==> src/rtl/sort_stream_feeder_pkg.sv <==
// ---------------------------------------------------------------------------
// sort_feeder_pkg
// Shared types and constants for the sort_stream_feeder block.
//   SORT_DEPTH     entries per frame (sorter has a 3-bit address)
//   SORT_W         data width of the sorter datain/dataout
//   SORT_PAD       fill value for unused slots of a short frame
//   feeder_state_t feeder FSM encoding (exported on dbg_state)
// Optional feature macro: SORT_FEEDER_PARTIAL_EN (short frames via in_last).
// ---------------------------------------------------------------------------
package sort_feeder_pkg;

  localparam int           SORT_DEPTH = 8;
  localparam int           SORT_W     = 8;
  localparam logic [7:0]   SORT_PAD   = 8'hFF;

  typedef enum logic [2:0] {
    FILL  = 3'd0,
    PAD   = 3'd1,
    KICK  = 3'd2,
    ARM   = 3'd3,
    WAIT  = 3'd4,
    RADDR = 3'd5,
    RCAP  = 3'd6,
    OUT   = 3'd7
  } feeder_state_t;

endpackage

==> src/rtl/sort_stream_feeder_if.sv <==
// ---------------------------------------------------------------------------
// sort_stream_feeder_if
// Input and output byte streams of the sort feeder.
// Handshake: a byte moves on a rising clk edge where valid && ready are both
// 1; the source holds valid and data stable until that edge, and ready may
// be asserted independently of valid.
//   in_valid/in_data/in_ready     upstream byte stream
//   in_last                       last byte of a short frame
//                                 (SORT_FEEDER_PARTIAL_EN only)
//   out_valid/out_data/out_ready  sorted byte stream
// Modports:
//   slave   the feeder side (sink of the input stream, source of the output)
//   master  the environment side (drives input stream, consumes output)
// ---------------------------------------------------------------------------
interface sort_stream_feeder_if;
  import sort_feeder_pkg::*;

  logic              in_valid;
  logic [SORT_W-1:0] in_data;
`ifdef SORT_FEEDER_PARTIAL_EN
  logic              in_last;
`endif
  logic              in_ready;
  logic              out_valid;
  logic [SORT_W-1:0] out_data;
  logic              out_ready;

  modport slave (
    input  in_valid,
    input  in_data,
`ifdef SORT_FEEDER_PARTIAL_EN
    input  in_last,
`endif
    output in_ready,
    output out_valid,
    output out_data,
    input  out_ready
  );

  modport master (
    output in_valid,
    output in_data,
`ifdef SORT_FEEDER_PARTIAL_EN
    output in_last,
`endif
    input  in_ready,
    input  out_valid,
    input  out_data,
    output out_ready
  );

endinterface

==> src/rtl/sort_stream_feeder.sv <==
// ---------------------------------------------------------------------------
// sort_stream_feeder
// Streaming front/back end for the 8-entry in-place sorter. Collects one
// frame of 8 bytes into sorter slots 0..7, pulses start, waits for the
// sorter to go idle, then reads slots 0..7 back and emits them in ascending
// order. It is the only master of the sorter port.
// Ports:
//   clk        clock, rising edge
//   nrst       asynchronous active-low reset (shared with the sorter)
//   strm       byte streams (sort_stream_feeder_if.slave)
//   s_start    sorter start pulse
//   s_wr       sorter write enable
//   s_addr     sorter slot address
//   s_datain   sorter write data
//   s_dataout  sorter read data, registered (1-cycle latency)
//   s_ready    sorter idle flag
//   busy       1 in any state other than FILL
//   dbg_state  current FSM state
// Macro SORT_FEEDER_PARTIAL_EN enables short frames: in_last ends the
// frame early, remaining slots are padded with PAD_VALUE and only the
// received number of bytes is emitted.
// ---------------------------------------------------------------------------
module sort_stream_feeder
  import sort_feeder_pkg::*;
#(
  parameter int         DEPTH     = SORT_DEPTH,
`ifdef SORT_FEEDER_PARTIAL_EN
  parameter logic [7:0] PAD_VALUE = SORT_PAD,
`endif
  parameter int         W         = SORT_W
) (
  input  logic                 clk,
  input  logic                 nrst,
  sort_stream_feeder_if.slave  strm,
  output logic                 s_start,
  output logic                 s_wr,
  output logic [2:0]           s_addr,
  output logic [W-1:0]         s_datain,
  input  logic [W-1:0]         s_dataout,
  input  logic                 s_ready,
  output logic                 busy,
  output feeder_state_t        dbg_state
);

  // Highest slot index; the sorter address is 3 bits so this is 7.
  localparam logic [3:0] LAST_SLOT = 4'(DEPTH - 1);

  feeder_state_t  state_q, state_d;
  logic [3:0]     k_q, k_d;
  logic [3:0]     cnt_q;
  logic           out_valid_q, out_valid_d;
  logic [W-1:0]   out_data_q, out_data_d;

`ifdef SORT_FEEDER_PARTIAL_EN
  logic [3:0]     cnt_d;
`endif

  // -------------------------------------------------------------------------
  // State register
  // -------------------------------------------------------------------------
  always_ff @(posedge clk or negedge nrst) begin
    if (!nrst) begin
      state_q     <= FILL;
      k_q         <= 4'd0;
      out_valid_q <= 1'b0;
      out_data_q  <= '0;
    end else begin
      state_q     <= state_d;
      k_q         <= k_d;
      out_valid_q <= out_valid_d;
      out_data_q  <= out_data_d;
    end
  end

`ifdef SORT_FEEDER_PARTIAL_EN
  // Number of valid entries in the current frame, latched when the frame
  // closes (on in_last or on the 8th byte).
  always_ff @(posedge clk or negedge nrst) begin
    if (!nrst) begin
      cnt_q <= 4'd0;
    end else begin
      cnt_q <= cnt_d;
    end
  end
`else
  // Without short frames every frame is full.
  assign cnt_q = 4'(DEPTH);
`endif

  // -------------------------------------------------------------------------
  // Next-state and outputs
  // -------------------------------------------------------------------------
  always_comb begin
    state_d       = state_q;
    k_d           = k_q;
`ifdef SORT_FEEDER_PARTIAL_EN
    cnt_d         = cnt_q;
`endif
    out_valid_d   = out_valid_q;
    out_data_d    = out_data_q;
    strm.in_ready = 1'b0;
    s_start       = 1'b0;
    s_wr          = 1'b0;
    s_addr        = 3'd0;
    s_datain      = '0;

    case (state_q)
      FILL: begin
        // Input bytes go straight into the sorter slot addressed by k.
        strm.in_ready = 1'b1;
        s_addr        = k_q[2:0];
        s_datain      = strm.in_data;
        s_wr          = strm.in_valid;
        if (strm.in_valid) begin
          k_d = k_q + 4'd1;
          if (k_q == LAST_SLOT) begin
            state_d = KICK;
`ifdef SORT_FEEDER_PARTIAL_EN
            cnt_d   = k_q + 4'd1;
          end else if (strm.in_last) begin
            state_d = PAD;
            cnt_d   = k_q + 4'd1;
`endif
          end
        end
      end

`ifdef SORT_FEEDER_PARTIAL_EN
      PAD: begin
        // Fill the unused slots with a value that sorts last.
        s_wr     = 1'b1;
        s_addr   = k_q[2:0];
        s_datain = PAD_VALUE;
        k_d      = k_q + 4'd1;
        if (k_q == LAST_SLOT) begin
          state_d = KICK;
        end
      end
`endif

      KICK: begin
        s_start = 1'b1;
        state_d = ARM;
      end

      ARM: begin
        // The sorter still reports ready in the start cycle; skip one cycle
        // before trusting s_ready.
        state_d = WAIT;
      end

      WAIT: begin
        if (s_ready) begin
          k_d     = 4'd0;
          state_d = RADDR;
        end
      end

      RADDR: begin
        s_addr  = k_q[2:0];
        state_d = RCAP;
      end

      RCAP: begin
        // Read data for the address issued in RADDR is valid now.
        out_data_d  = s_dataout;
        out_valid_d = 1'b1;
        state_d     = OUT;
      end

      OUT: begin
        if (strm.out_ready) begin
          out_valid_d = 1'b0;
          if (k_q == cnt_q - 4'd1) begin
            k_d     = 4'd0;
`ifdef SORT_FEEDER_PARTIAL_EN
            cnt_d   = 4'd0;
`endif
            state_d = FILL;
          end else begin
            k_d     = k_q + 4'd1;
            state_d = RADDR;
          end
        end
      end

      default: begin
        state_d = FILL;
      end
    endcase
  end

  assign strm.out_valid = out_valid_q;
  assign strm.out_data  = out_data_q;
  assign busy           = (state_q != FILL);
  assign dbg_state      = state_q;

endmodule
==> src/flat_wrapper.sv <==
// flat-port wrapper written by rule: the top's interface ports become plain ports
module sort_stream_feeder_flat import sort_feeder_pkg::*;
#(
  parameter int         DEPTH     = SORT_DEPTH,

  parameter int         W         = SORT_W
)
  (clk, nrst, s_start, s_wr, s_addr, s_datain, s_dataout, s_ready, busy, dbg_state, strm_in_valid, strm_in_data, strm_in_ready, strm_out_valid, strm_out_data, strm_out_ready);
  sort_stream_feeder_if strm_i ();
  input  logic clk;
  input  logic nrst;
  output logic s_start;
  output logic s_wr;
  output logic [2:0] s_addr;
  output logic [W-1:0] s_datain;
  input  logic [W-1:0] s_dataout;
  input  logic s_ready;
  output logic busy;
  output feeder_state_t dbg_state;
  input wire logic [$bits(strm_i.in_valid)-1:0] strm_in_valid;
  input wire logic [$bits(strm_i.in_data)-1:0] strm_in_data;
  output wire logic [$bits(strm_i.in_ready)-1:0] strm_in_ready;
  output wire logic [$bits(strm_i.out_valid)-1:0] strm_out_valid;
  output wire logic [$bits(strm_i.out_data)-1:0] strm_out_data;
  input wire logic [$bits(strm_i.out_ready)-1:0] strm_out_ready;
  assign strm_i.in_valid = strm_in_valid;
  assign strm_i.in_data = strm_in_data;
  assign strm_in_ready = strm_i.in_ready;
  assign strm_out_valid = strm_i.out_valid;
  assign strm_out_data = strm_i.out_data;
  assign strm_i.out_ready = strm_out_ready;
  sort_stream_feeder #(.DEPTH(DEPTH), .W(W)) u_core (.clk(clk), .nrst(nrst), .strm(strm_i), .s_start(s_start), .s_wr(s_wr), .s_addr(s_addr), .s_datain(s_datain), .s_dataout(s_dataout), .s_ready(s_ready), .busy(busy), .dbg_state(dbg_state));
endmodule
==> config.mk <==
export PLATFORM = sky130hd
export DESIGN_NAME = sort_stream_feeder_flat
export DESIGN_NICKNAME = d
export VERILOG_FILES = /design/src/rtl/sort_stream_feeder_pkg.sv /design/src/rtl/sort_stream_feeder_if.sv /design/src/rtl/sort_stream_feeder.sv /design/src/flat_wrapper.sv
export SDC_FILE = /design/constraint.sdc
export NUM_CORES = 1
export LEC_CHECK = 0
export ABC_AREA = 1
export ABC_CLOCK_PERIOD_IN_PS = 1100
export BUFFER_PORTS_ARGS = -buffer_cell sky130_fd_sc_hd__clkbuf_2
export CAP_MARGIN = 40
export CORE_MARGIN = 3
export CORE_UTILIZATION = 41
export DETAILED_ROUTE_END_ITERATION = 12
export GPL_TIMING_DRIVEN = 0
export PLACE_DENSITY_LB_ADDON = 0.3
export SLEW_MARGIN = 20
export SYNTH_ARGS = -nofsm -noshare
export SYNTH_HDL_FRONTEND = slang
export SYNTH_SLANG_ARGS = --single-unit
==> constraint.sdc <==
create_clock -name clk -period 1.1 [get_ports clk]
set_input_delay 0 -clock clk [delete_from_list [all_inputs] [get_ports clk]]
set_output_delay 0 -clock clk [all_outputs]
set_load 0.03 [all_outputs]
Word-level counts from Yosys, hierarchy flattened
Index checks and enable logic that the tools add are counted.
{"block": "classes", "add_sub_neg": 1, "reduce_logical": 8, "mux": 18, "eq_ne": 11}
{"cell": "one-hot mux 3 bit (7 select lines)", "count": 1}
{"cell": "two-way mux 3 bit", "count": 6}
{"cell": "two-way mux 4 bit", "count": 4}
{"cell": "== test 3 bit, second input constant", "count": 4}
{"cell": "one-hot mux 4 bit (3 select lines)", "count": 1}
{"cell": "two-way mux 8 bit", "count": 1}
{"cell": "AND reduction 4 bit", "count": 2}
{"cell": "== test 3 x 2 -> 1 bit, second input constant", "count": 2}
{"cell": "!= test 2 bit, second input constant", "count": 3}
{"cell": "nonzero test 3 bit", "count": 2}
{"cell": "adder 4 x 1 -> 4 bit, second input constant", "count": 1}
{"cell": "== test 4 x 3 -> 1 bit, second input constant", "count": 1}
{"cell": "two-way mux 1 bit", "count": 4}
{"cell": "logical NOT 3 bit", "count": 1}
{"cell": "!= test 2 x 1 -> 1 bit, second input constant", "count": 1}
{"cell": "one-hot mux 1 bit (2 select lines)", "count": 1}
{"cell": "AND reduction 2 bit", "count": 1}
{"cell": "nonzero test 2 bit", "count": 1}
{"cell": "OR reduction 2 bit", "count": 1}
{"block": "totals", "inputBits": 21, "output_inout_bits": 27, "elab_cells": 42, "reg_bits": 16}

Depth between registers and ports, before layout
{"block": "depth", "ltp_word": 4, "depth_mapped": 8, "depth_no_buf": 8}

Worst setup path before layout
OpenSTA, ideal clock, no wires.
{"block": "synth_path", "path_kind": "register to output", "from": "register u_core.state_q[0] (netlist: u_core.dbg_state[0])", "to": "output port s_addr[0]", "required_ns": 1.100, "slack_ns": -0.511, "arrival_time_ns": 1.611, "path_buffers": 1, "path_stages_with_launch": 7, "path_cell_list": "dfrtp_1 -> buf_4 -> nor2_4 -> nand2_1 -> inv_1 -> nor2_1 -> nor2_1"}
{"block": "synth_via", "elab_chain_len": 3, "word_cells_on_any_way": 4, "cone_classes": "eq/ne (1); mux (1); reduce/logical (2)"}
{"element": "from (decl)", "line": "sort_stream_feeder.sv:48", "rtl": "feeder_state_t state_q, state_d;"}
{"element": "from (signal assigned)", "line": "sort_stream_feeder.sv:68", "rtl": "state_q <= state_d;"}
{"element": "== test 3 bit or logical NOT 3 bit (tied branches)", "line": "sort_stream_feeder.sv:107", "rtl": "case (state_q)"}
{"element": "OR reduction 2 bit (no line) *"}
{"element": "two-way mux 3 bit *", "line": "sort_stream_feeder.sv:107"}
{"element": "to (decl)", "line": "flat_wrapper.sv:14", "rtl": "output logic [2:0] s_addr;"}
Every way passes the cells marked *; elsewhere a longest branch is shown, timed or not.

Worst setup path after layout
{"block": "layout_path", "from": "register u_core.state_q[2] (netlist: u_core.dbg_state[2])", "to": "output port s_addr[0]"}
The elaborated chain is that of the path after synthesis.

==> run metrics <==
leading area contributor after synthesis dfrtp_1; vias per cell 5.15; failing checks setup timing; grt ovf 0; Reg area 404 um^2; Worst Skew 0.00377 ns; CTS tree built; Int Power 1.89 mW; Sw Ratio 43.9%; fin crit share 127%; actual slew at the worst max-slew pin 0.375 ns; Required @ worst endpoint 1.10 ns; clk sinks 16; crit path cell chain buf_8 -> nand3_4 -> inv_2 -> nor2_4 -> nor2_4 -> buf_8; Die ar. 0.00305 mm^2; dpl cell area 0.00141 mm^2; top cells by area, synth dfrtp_1, mux2_4, inv_1; VDD IR max 0.00144 V; min cycle time layout 1.40 ns; clk root buf clkbuf_4; row count 17; Setup WS pre-CTS -0.306 ns; Rel. slew slack 75.0%; fmax 0.715 GHz; DP HPWL 1850 um; delay-heaviest family, CP flip-flops; fin nets 215; Syn Area/Cell 8.41 um^2; net switching power 1.48 mW; max_cap viols 0; Critical Path Fanout Max 4; commonest cells after routing, fill and taps aside clkbuf_2, nor2_4, inv_1; design area 0.00196 mm^2; number of hold violations in the final report 0; initial antenna violation count 0; CTS Buf Count 3; setup ws final -0.299 ns; Seq/Total Area, Yosys 40.4%; #FFs+latches synth 16; Clock Latency Late Sink 0.27 ns; Detail Route Antenna Nets 0; Multi-input gate area 714 um^2; Routed Wire Length 3520 um; Arr. time, crit path 1.40 ns; max incr delay on CP 0.46 ns; layout cells sized above 1 64.6%; Logic pwr share 65.4%; status complete, but fails checks; GRT Total Usage 21.8%; core area 0.00225 mm^2; Syn Inst Count 118; Worst Setup Start Kind register; Mapped Area 992 um^2; CP bufs+invs 3; commonest non-fill, non-tap cell in the layout clkbuf_2; chip height 55.2 um; YS warnings 0; # DRC 0; Worst setup EP type output pin; clock slew at reported path FFs 0.09 ns; P_leak 0.984 nW; WL per Instance 16.0 um; Area Growth Syn to Fin 97.2%; syn_nets 140; Setup CP Type register to output pin; Initial Util 44.0%; DRT Pass-1 Iters 4; antenna diode count 0; GPL Wtd Cong 0.870; Die W 55.2 um; RSZ-0062 raised after global routing yes; number of distinct library cells after synthesis 23; Max Slew Vio Count 0; clock buffer depth 2; number of global-route vias before repair 1097; fillcell total 100; Iteration-0 DRC Markers 13; Flop pwr share 23.7%; Clk network pwr share 10.9%; min-delay worst type input pin to register; num ports 48; Crit-path slowest cell dfrtp_2; H-tree Lvls 1; post-synth top area share 40.4%; largest net degree at the start of global routing 17; Port-buffer cells 47; power density cells 1730 mW/mm^2; # setup viols final 32; routed vias 1132; first-pass GRT wire length 4760 um
metrics by stage:
| stage | TNS (ns) | hold slack (ns) | total power, mW | utilization (%) | instances |
|---|---|---|---|---|---|
| after floorplan | -4.00 | -0.296 | 1.89 | - | 118 |
| after global placement | -3.60 | -0.0706 | 2.17 | 62.4 | 193 |
| after detailed placement | -4.20 | -0.0662 | 2.21 | 62.4 | 193 |
| after CTS | -6.78 | 0.0283 | 3.14 | 82.1 | 218 |
| after global routing | -10.0 | 0.0530 | 3.56 | 86.8 | 220 |
| final | -8.15 | 0.0626 | 3.38 | 86.8 | 220 |
layer usage:
metal,track usage [%],wire (um)
met4,6.88,53
met2,40.6,1940
met5,0,0
met1,25.7,1290
met3,2.68,234
synthesized netlist by cell type, drive strengths merged:
master	count
nor2	22
nor3	1
nand3	12
nand4	1
buf	4
inv	23
xnor2	1
nand2	21
mux2	8
ha	1
o21ai	4
dfrtp	16
a21oi	2
xor2	1
o211ai	1
final timing paths:
| check | slack (ns) | cells after the start | start | to |
|---|---|---|---|---|
| max in group asynchronous | 0.65 | 2 | nrst | u_core.dbg_state[2] |
| worst max register to register | -0.30 | 5 | u_core.dbg_state[0] | u_core.strm.out_data[6] |
| worst min-delay path | 0.06 | 4 | strm_out_ready | u_core.dbg_state[1] |
| min in group asynchronous | 0.16 | 2 | nrst | u_core.strm.out_data[0] |
| worst max-delay path | -0.30 | 6 | u_core.dbg_state[2] | s_addr[0] |
| worst min register to register | 0.52 | 1 | u_core.strm.out_data[5] | u_core.strm.out_data[5] |
flip-flops by register name (all words and copies together) (netlist names):
| register | count |
|---|---|
| u_core.dbg_state | 3 |
| u_core.k_q | 4 |
| u_core.strm.out_data | 8 |
| u_core.strm.out_valid | 1 |
what timing repair did:
action / in CTS / in global routing
gates cloned: 2 / 0
endpoints found under the setup margin: 30 / 33
gates resized for setup: 54 / 33
endpoints found under the hold margin: 24 / 0
setup buffers: 12 / 2
pin swaps: 12 / 12
hold buffers: 9 / 0
power by group through the flow:
stage	sequential, mW	combinational [mW]	clock, mW
after global routing	0.814	2.34	0.410
after global placement	0.775	1.40	0
after floorplan	0.816	1.08	0
final	0.800	2.21	0.368
after detailed placement	0.779	1.43	0
after CTS	0.788	1.97	0.380
cell type report:
type,count,area share [%]
flip-flops and latches,16,20.7
clock buffers,4,1.85
multi-input cells,76,36.5
well taps,28,1.79
plain buffers,2,1.79
repair buffers,71,32.4
inverters,23,5.05
logic make-up after synthesis:
| kind of cell | after synthesis | synth area share, % |
|---|---|---|
| XOR/XNOR | 2 | 1.77 |
| flip-flops | 16 | 40.4 |
| adder cells (fa/ha/maj) | 1 | 1.26 |
| AO/OA/AOI/OAI | 7 | 3.78 |
| AND/OR/NAND/NOR | 57 | 28.5 |
| multiplexers | 8 | 12.1 |
| buffers and inverters | 27 | 12.2 |
worst reg2reg max path: cells and delay by family (launching register included):
family	cells	cell delay [ns]
and+or+nand+nor	1	0.13
muxes	1	0.33
DFF	1	0.47
buffers and inverters	3	0.36
No activity file was read; power rests on OpenSTA's default activity.
